File: config.mk
export PLATFORM = sky130hd
export DESIGN_NAME = rx_fifo_read_arbiter
export DESIGN_NICKNAME = d
export VERILOG_FILES = /design/src/rtl/rx_fifo_arb_pkg.sv /design/src/rtl/rr_pick2.sv /design/src/rtl/rx_fifo_read_arbiter.sv
export SDC_FILE = /design/constraint.sdc
export NUM_CORES = 1
export LEC_CHECK = 0
export ABC_AREA = 1
export BUFFER_PORTS_ARGS = -buffer_cell sky130_fd_sc_hd__clkbuf_2
export CAP_MARGIN = 10
export CORE_MARGIN = 2
export CORE_UTILIZATION = 55
export CTS_CLUSTER_SIZE = 40
export DETAILED_ROUTE_END_ITERATION = 6
export GPL_TIMING_DRIVEN = 0
export PLACE_DENSITY = 0.8
export SETUP_SLACK_MARGIN = 0.1
export SYNTH_ARGS = -nofsm -noshare
export SYNTH_HDL_FRONTEND = slang
export SYNTH_SLANG_ARGS = --single-unit
File: constraint.sdc
create_clock -name clk -period 4.9 [get_ports clk]
set_clock_uncertainty 0.05 [all_clocks]
set_input_delay 0.98 -clock clk [delete_from_list [all_inputs] [get_ports clk]]
set_output_delay 0.98 -clock clk [all_outputs]
set_load 0.01 [all_outputs]
File: src/rtl/rx_fifo_arb_pkg.sv
// Shared definitions for the RX FIFO read arbiter.
//   NUM_REQ : number of requesters sharing the FIFO read port
//   state_e : read FSM states (idle, pop strobe, data capture, delivery)
package rx_fifo_arb_pkg;

  localparam int NUM_REQ = 2;

  typedef enum logic [1:0] {
    IDLE    = 2'd0,
    POP     = 2'd1,
    CAPTURE = 2'd2,
    DELIVER = 2'd3
  } state_e;

endpackage

File: src/rtl/rr_pick2.sv
// Two-way round-robin winner selection (purely combinational).
//   req_i  : per-requester request levels
//   last_i : index of the requester served most recently
//   win_o  : one-hot winner, all-zero when nobody requests
module rr_pick2
  import rx_fifo_arb_pkg::*;
(
  input  logic [NUM_REQ-1:0] req_i,
  input  logic               last_i,
  output logic [NUM_REQ-1:0] win_o
);

  always_comb begin
    win_o = '0;
    unique case (req_i)
      2'b01:   win_o = 2'b01;
      2'b10:   win_o = 2'b10;
      // Contention: the requester that was not served last goes first.
      2'b11:   win_o = last_i ? 2'b01 : 2'b10;
      default: win_o = '0;
    endcase
  end

endmodule

File: src/rtl/rx_fifo_read_arbiter.sv
// Arbitrates two byte requesters onto one registered-output RX FIFO.
// One byte is popped, captured and held on rd_data until the granted
// requester acknowledges it; per-requester saturating counters track
// delivered bytes.
//   clk, rst        : clock, asynchronous active-high reset
//   fifo_empty      : FIFO empty flag
//   fifo_data       : FIFO read data, valid the cycle after an accepted pop
//   fifo_data_rdy   : FIFO write strobe (FIFO ignores pop while high)
//   bist_mode       : FIFO BIST mode (FIFO ignores pop while high)
//   fifo_pop        : pop strobe to the FIFO
//   req             : per-requester level request
//   gnt             : one-hot grant, qualifies rd_valid
//   rd_data         : delivered byte
//   rd_valid        : byte available to the granted requester
//   rd_ack          : per-requester acceptance
//   cnt0, cnt1      : saturating bytes-delivered counters
module rx_fifo_read_arbiter
  import rx_fifo_arb_pkg::*;
#(
  parameter int DATA_BITS = 8,
  parameter int CNT_BITS  = 16
) (
  input  logic                 clk,
  input  logic                 rst,
  input  logic                 fifo_empty,
  input  logic [DATA_BITS-1:0] fifo_data,
  input  logic                 fifo_data_rdy,
  input  logic                 bist_mode,
  output logic                 fifo_pop,
  input  logic [NUM_REQ-1:0]   req,
  output logic [NUM_REQ-1:0]   gnt,
  output logic [DATA_BITS-1:0] rd_data,
  output logic                 rd_valid,
  input  logic [NUM_REQ-1:0]   rd_ack,
  output logic [CNT_BITS-1:0]  cnt0,
  output logic [CNT_BITS-1:0]  cnt1
);

  state_e               state_q;
  logic [NUM_REQ-1:0]   win_q;      // winner latched when leaving IDLE
  logic                 last_q;     // index of last served requester
  logic [DATA_BITS-1:0] rd_data_q;
  logic [NUM_REQ-1:0]   gnt_q;
  logic [CNT_BITS-1:0]  cnt0_q;
  logic [CNT_BITS-1:0]  cnt1_q;

  logic [NUM_REQ-1:0]   win_d;
  logic                 pop_blocked;
  logic                 ack_hit;

  function automatic logic [CNT_BITS-1:0] sat_inc(input logic [CNT_BITS-1:0] v);
    return (&v) ? v : v + {{(CNT_BITS-1){1'b0}}, 1'b1};
  endfunction

  rr_pick2 u_pick (
    .req_i  (req),
    .last_i (last_q),
    .win_o  (win_d)
  );

  // The FIFO silently drops a pop while it is being written or in BIST.
  assign pop_blocked = fifo_data_rdy | bist_mode;
  // Only the acknowledge bit of the current grantee counts.
  assign ack_hit     = |(rd_ack & gnt_q);

  always_ff @(posedge clk or posedge rst) begin
    if (rst) begin
      state_q   <= IDLE;
      win_q     <= '0;
      last_q    <= 1'b1;
      rd_data_q <= '0;
      gnt_q     <= '0;
      cnt0_q    <= '0;
      cnt1_q    <= '0;
    end else begin
      unique case (state_q)
        IDLE: begin
          if ((req != '0) && !fifo_empty && !bist_mode) begin
            state_q <= POP;
            win_q   <= win_d;
          end
        end
        POP: begin
          // Keep the strobe up until the FIFO can actually take it.
          if (!pop_blocked) state_q <= CAPTURE;
        end
        CAPTURE: begin
          rd_data_q <= fifo_data;
          gnt_q     <= win_q;
          state_q   <= DELIVER;
        end
        DELIVER: begin
          if (ack_hit) begin
            state_q <= IDLE;
            gnt_q   <= '0;
            last_q  <= gnt_q[1];
            if (gnt_q[0]) cnt0_q <= sat_inc(cnt0_q);
            else          cnt1_q <= sat_inc(cnt1_q);
          end
        end
        default: state_q <= IDLE;
      endcase
    end
  end

  assign fifo_pop = (state_q == POP);
  assign rd_valid = (state_q == DELIVER);
  assign gnt      = gnt_q;
  assign rd_data  = rd_data_q;
  assign cnt0     = cnt0_q;
  assign cnt1     = cnt1_q;

endmodule

# Yosys cells after proc, flatten, opt, wreduce, memory -nomap -nowiden
# Index checks and enable logic that the tools add are counted.
# word_totals
register_bits	47
in_bits	17
out_inout_bits	44
elab_cells	46
# op_classes
add_sub_neg	2
eq_ne	9
n_mux	7
n_bitwise	5
n_reduce_logical	16
# op_table
op	count
$add A16 B1 Y16 const B	2
$reduce_and A16 Y1	2
$eq A2 B2 Y1 const B	4
$mux W2	4
$pmux W2 S4	1
$reduce_and A4 Y1	2
$pmux W2 S3	1
$reduce_and A2 Y1	3
$eq A2 B1 Y1 const B	2
$ne A2 B2 Y1 const B	2
$pmux W2 S2	1
$reduce_bool A2 Y1	2
$not A1 Y1	3
$reduce_and A3 Y1	1
$and A2 B2 Y2	1
$logic_and A1 B1 Y1	2
$logic_not A1 Y1	2
$logic_not A2 Y1	1
$ne A2 B1 Y1 const B	1
$reduce_or A2 Y1	1
$or A1 B1 Y1	1

# Longest topological paths before layout
# logic_depth
depth_word	5
depth_mapped	10
ltp_nobuf	9

# Modules after synthesis
# Synthesis repeated with hierarchy kept, for this count alone.
# hier_totals
cells_unflattened	386
hier_area_um2	2880.3
# by_module_without_submodules
module	instances	cells_per_inst	area_each_um2
rx_fifo_read_arbiter	1	381	2859.0
rr_pick2	1	5	21.3

# Worst setup path after synthesis
# Ideal clock, no wire load.
# synth_path
path_type	input port to flip-flop
start	in rd_ack[0]
end	reg cnt1_q[2] (netlist: cnt1[2])
arrival_time_ps	1776
t_required_ps	4784
path_slack_ps	3008
path_stages	7
n_path_buf	1
cell_sequence	nand2_1 nand2_1 nand2_2 inv_2 buf_1 nand3_1 nand2_1
# synth_via
elab_chain_len	3
# synth_lines
item	line	source
from (decl)	rx_fifo_read_arbiter.sv:34	input logic [NUM_REQ-1:0] rd_ack,
$and A2 B2 Y2	rx_fifo_read_arbiter.sv:64	assign ack_hit = |(rd_ack & gnt_q);
$reduce_or A2 Y1	rx_fifo_read_arbiter.sv:64	
$reduce_and A4 Y1 (no source line)	--	
to (signal assigned)	rx_fifo_read_arbiter.sv:98	else cnt1_q <= sat_inc(cnt1_q);
to (decl)	rx_fifo_read_arbiter.sv:45	logic [CNT_BITS-1:0] cnt1_q;
# Every way passes these cells.
# A chain may end at the register's enable or synchronous reset.

# Worst setup path in the final report
# layout_path
start	reg state_q[1]
end	out fifo_pop
# layout_via
elab_chain_len	1
# layout_lines
item	line	source
from (decl)	rx_fifo_read_arbiter.sv:39	state_e state_q;
from (signal assigned)	rx_fifo_read_arbiter.sv:68	state_q <= IDLE;
from (signal assigned)	rx_fifo_read_arbiter.sv:79	state_q <= POP;
from (signal assigned)	rx_fifo_read_arbiter.sv:85	if (!pop_blocked) state_q <= CAPTURE;
$eq A2 B1 Y1	rx_fifo_read_arbiter.sv:106	assign fifo_pop = (state_q == POP);
to (decl)	rx_fifo_read_arbiter.sv:29	output logic fifo_pop,
# Every way passes these cells.

==> results list <==
- The flow ran to the end, and the final reports show no timing, DRC or antenna violations.
- Chain of cells forming the critical path: inv_1 > ha_1 > clkbuf_2
- Minimum period implied by the final worst setup slack: around 2.2 ns
- The tree is rooted in a sky130_fd_sc_hd__clkbuf_8.
* Required time at the endpoint of the critical path: 3.87 ns
- Post-synth design cell area: about 2700 um2
- Arrival time of the worst setup path: 1.15 ns
* Sum of negative setup slack: 0 ns
- The routed layout has 2400 vias.
- Leakage component of the power: approximately 1.6 nW
* Worst vdd ir: 0.307 mV
* Detailed Route Iter0 Violations: 80
* Number of pins exceeding their max-slew limit in the final report: 0
- DR vias/cell: 4.91
* Antenna diode count: 0
- The worst setup path is captured at a primary output.
- Core Rows: 25
* Cell at the slowest stage of the critical path: sky130_fd_sc_hd__dfrtp_1
- Die width: 74.7 um
- Launching element type of the critical path: flip-flop
- Summed over all layers, the global routing overflow is 0.
* Gp weighted congestion: 0.940
- The min-delay analysis places its worst path in the category flip-flop to flip-flop.
- The initial antenna violation count is 0.
* Final number of hold-violating endpoints: 0
- Floorplan die height: between 70 and 80 um
* Area post-placement: 3150 um2
- Synthesis inferred 47 register bits.
- Entering global routing, the biggest net connects 35 pins.
* Number of setup buffers added after CTS: 0
- Kind of critical path: flip-flop to primary output
- Design Area, Final: 3240 um2
- The worst path meets setup with around 2.7 ns of slack.
- Synthesis produced a netlist with a net count of 377.
- Initial standard-cell utilization of the core: between 50% and 60%
* Critical path peak fanout: 4
* Top library cells by usage in the layout, fill and taps aside: 129 x sky130_fd_sc_hd__nand2_1, 60 x sky130_fd_sc_hd__clkbuf_2, 46 x sky130_fd_sc_hd__dfrtp_1, 34 x sky130_fd_sc_hd__nor2_1, 32 x sky130_fd_sc_hd__inv_1
- Core Footprint: 4750 um2
- Gates resized during post-CTS repair numbered 0.
- The count of nets left with antenna violations once routing finished came out at 0.
- Clock latency of the later-clocked register in the worst-skew pair: 0.30 ns
- Wires add up to 5.65 mm.
- Fraction of final layout cells with drive strength greater than 1: 23.2%
* Number of global-route vias before repair: around 2.3k
* Setup Viol. Count Final: 0
- Grouping stages by cell kind, the critical path spends the most delay in flip-flops.
- Relative to the synthesized area, the layout overhead comes to 18.0%.
* Clock-pin slew on the worst setup and hold paths: 0.08 ns
- Top achievable clock speed: 460 MHz
- Fraction of the yosys area taken by sequential cells: 42.9%
- Area share of the leading cell type in the synthesized netlist: approximately two fifths
- Post-synthesis cell type count: 30
- The first global-routing pass estimated 9.60 mm of wire.
- Post-Place Setup Slack: approximately 2.7 ns
- On the worst path, the slowest cell contributes a delay of 0.42 ns.
- TritonCTS built the clock tree.
- Areal power density over the cells: 365 nW/um2
- After synthesis, the mean cell area works out to around 7.8 um2.
- In this run, post-CTS hold repair placed 0 buffers.
- Most common cell after layout, fill and taps aside: sky130_fd_sc_hd__nand2_1
- For this run, the number of Yosys warnings is 0.
- Post-route fraction of the period consumed by the critical path: 44.4%
* Transition time at the pin with the least slew margin: around 0.50 ns
- Nets: between 400 and 500
* Max-capacitance violation count: 0
- Of all cell types, the one taking the most synthesized area is sky130_fd_sc_hd__dfrtp_1.
* Length of the first detailed-routing pass in iterations: 5
- The H-tree was split into 2 levels.
- Max transition margin: between 60 and 70%
- Global-route usage over all layers: 22.1%
- Post-detailed-placement half-perimeter wirelength: 4.31 mm
- Die area: 5570 um2
* Count of unresolved DRC violations after routing: 0
- In the final routed layout, each cell accounts on average for 11.6 um.
- Synthesis produced 353 cells.
- Pin placement for this block handled 61 I/O pins.
* Total buffers and inverters traversed by the critical path: 2
* Setup repair after global routing missed its margin: false
- Num Clock Sinks: 47
- Cell types with the largest area share after synthesis: sky130_fd_sc_hd__dfrtp_1 42%, sky130_fd_sc_hd__nand2_1 18%, sky130_fd_sc_hd__nand3_1 5.5%, sky130_fd_sc_hd__nor2_1 4.6%, sky130_fd_sc_hd__inv_1 4.5%
* Clock Tree Buf Depth: 2
- In this run, CTS created clock tree buffers numbering 5.
- Quantity of I/O buffers inserted on ports: 60
==> worst paths after layout <==
path	endpoint	start	slack (ns)	cells past startpoint
worst max register to register	cnt1[8]$_DFFE_PP0P_	cnt1[0]$_DFFE_PP0P_	3.13	9
worst max-delay path	fifo_pop	state_q[1]$_DFFE_PP0P_	2.72	3
worst min register to register	cnt0[15]$_DFFE_PP0P_	cnt0[15]$_DFFE_PP0P_	0.45	2
max in group asynchronous	cnt0[2]$_DFFE_PP0P_	rst	3.75	3
worst min-delay path	cnt0[15]$_DFFE_PP0P_	cnt0[15]$_DFFE_PP0P_	0.45	2
min in group asynchronous	gnt[1]$_DFFE_PP0P_	rst	0.56	2
==> registers in the layout (all words and copies together), names as in the netlist <==
name / count
cnt0: 16
win_q: 2
rd_data: 8
state_q: 2
cnt1: 16
last_q: 1
gnt: 2
==> worst reg2reg max path: cells and delay by family, from the launching register on <==
family	cells	cell delay [ns]
DFF	1	0.46
and+or+nand+nor	6	0.63
adders and majority gates	1	0.30
buffers and inverters	2	0.23
==> cell type report <==
class | count | area, um2
Inverter | 35 | 131
Fill cell | 424 | 1510
Tap cell | 67 | 83.8
Timing Repair Buffer | 61 | 320
Sequential cell | 47 | 1180
Buffer | 6 | 60.1
Multi-Input combinational cell | 265 | 1380
Clock buffer | 7 | 86.3
Clock inverter | 1 | 5.00
==> through the flow <==
stage | cells | total power, W | hold WS, ns | utilization, %
3_3_place_gp | 480 | 0.000938 | 0.427 | 65.8
2_1_floorplan | 353 | 0.000817 | 0.415 | -
6_report | 489 | 0.00118 | 0.454 | 68.2
4_1_cts | 489 | 0.00120 | 0.455 | 68.2
3_5_place_dp | 481 | 0.000955 | 0.433 | 66.2
5_1_grt | 489 | 0.00127 | 0.471 | 68.2
==> synth_stat cells <==
master	n
sky130_fd_sc_hd__o21ai_1	2
sky130_fd_sc_hd__inv_1	33
sky130_fd_sc_hd__o22ai_1	1
sky130_fd_sc_hd__buf_6	2
sky130_fd_sc_hd__ha_1	7
sky130_fd_sc_hd__inv_2	2
sky130_fd_sc_hd__nand2_4	2
sky130_fd_sc_hd__nand3_1	30
sky130_fd_sc_hd__o21ai_0	11
sky130_fd_sc_hd__mux2_2	8
sky130_fd_sc_hd__buf_8	2
sky130_fd_sc_hd__nor3_4	1
sky130_fd_sc_hd__dfrtp_1	46
sky130_fd_sc_hd__clkbuf_1	1
sky130_fd_sc_hd__nor2_4	4
sky130_fd_sc_hd__nor2_1	34
sky130_fd_sc_hd__nand2_2	2
sky130_fd_sc_hd__dfstp_2	1
sky130_fd_sc_hd__o211ai_1	1
sky130_fd_sc_hd__and2_1	1
sky130_fd_sc_hd__xnor2_1	8
sky130_fd_sc_hd__nand3_2	1
sky130_fd_sc_hd__o21a_1	1
sky130_fd_sc_hd__buf_1	1
sky130_fd_sc_hd__nand3b_1	3
sky130_fd_sc_hd__nand2_1	129
sky130_fd_sc_hd__xor2_1	6
sky130_fd_sc_hd__nor2_2	3
sky130_fd_sc_hd__nand4_1	9
sky130_fd_sc_hd__nand3_4	1
==> power breakdown <==
part	internal [W]	switching, W
Sequential	0.000471	0.0000652
Combinational	0.000177	0.000229
Clock	0.000114	0.000127
==> logic make-up after synthesis <==
family,count (synthesis),share of synthesized area (%)
buffers and inverters,41,6.97
adders and majority gates,7,3.19
muxes,8,3.28
DFF,47,42.9
and+or+nand+nor,220,36.1
xor gates and xnor gates,14,4.47
AOI/OAI and AO/OA,16,3.15
==> per-layer routing <==
| metal | GRT usage, % | up-vias | wire (um) |
|---|---|---|---|
| met5 | 0 | - | 0 |
| met4 | 7.94 | 0 | 68 |
| met3 | 4.42 | 6 | 185 |
| met2 | 38.9 | 44 | 2820 |
| met1 | 27.1 | 1099 | 2580 |
| li1 | - | 1251 | - |
Note: power is estimated with default switching activity, not from simulation.
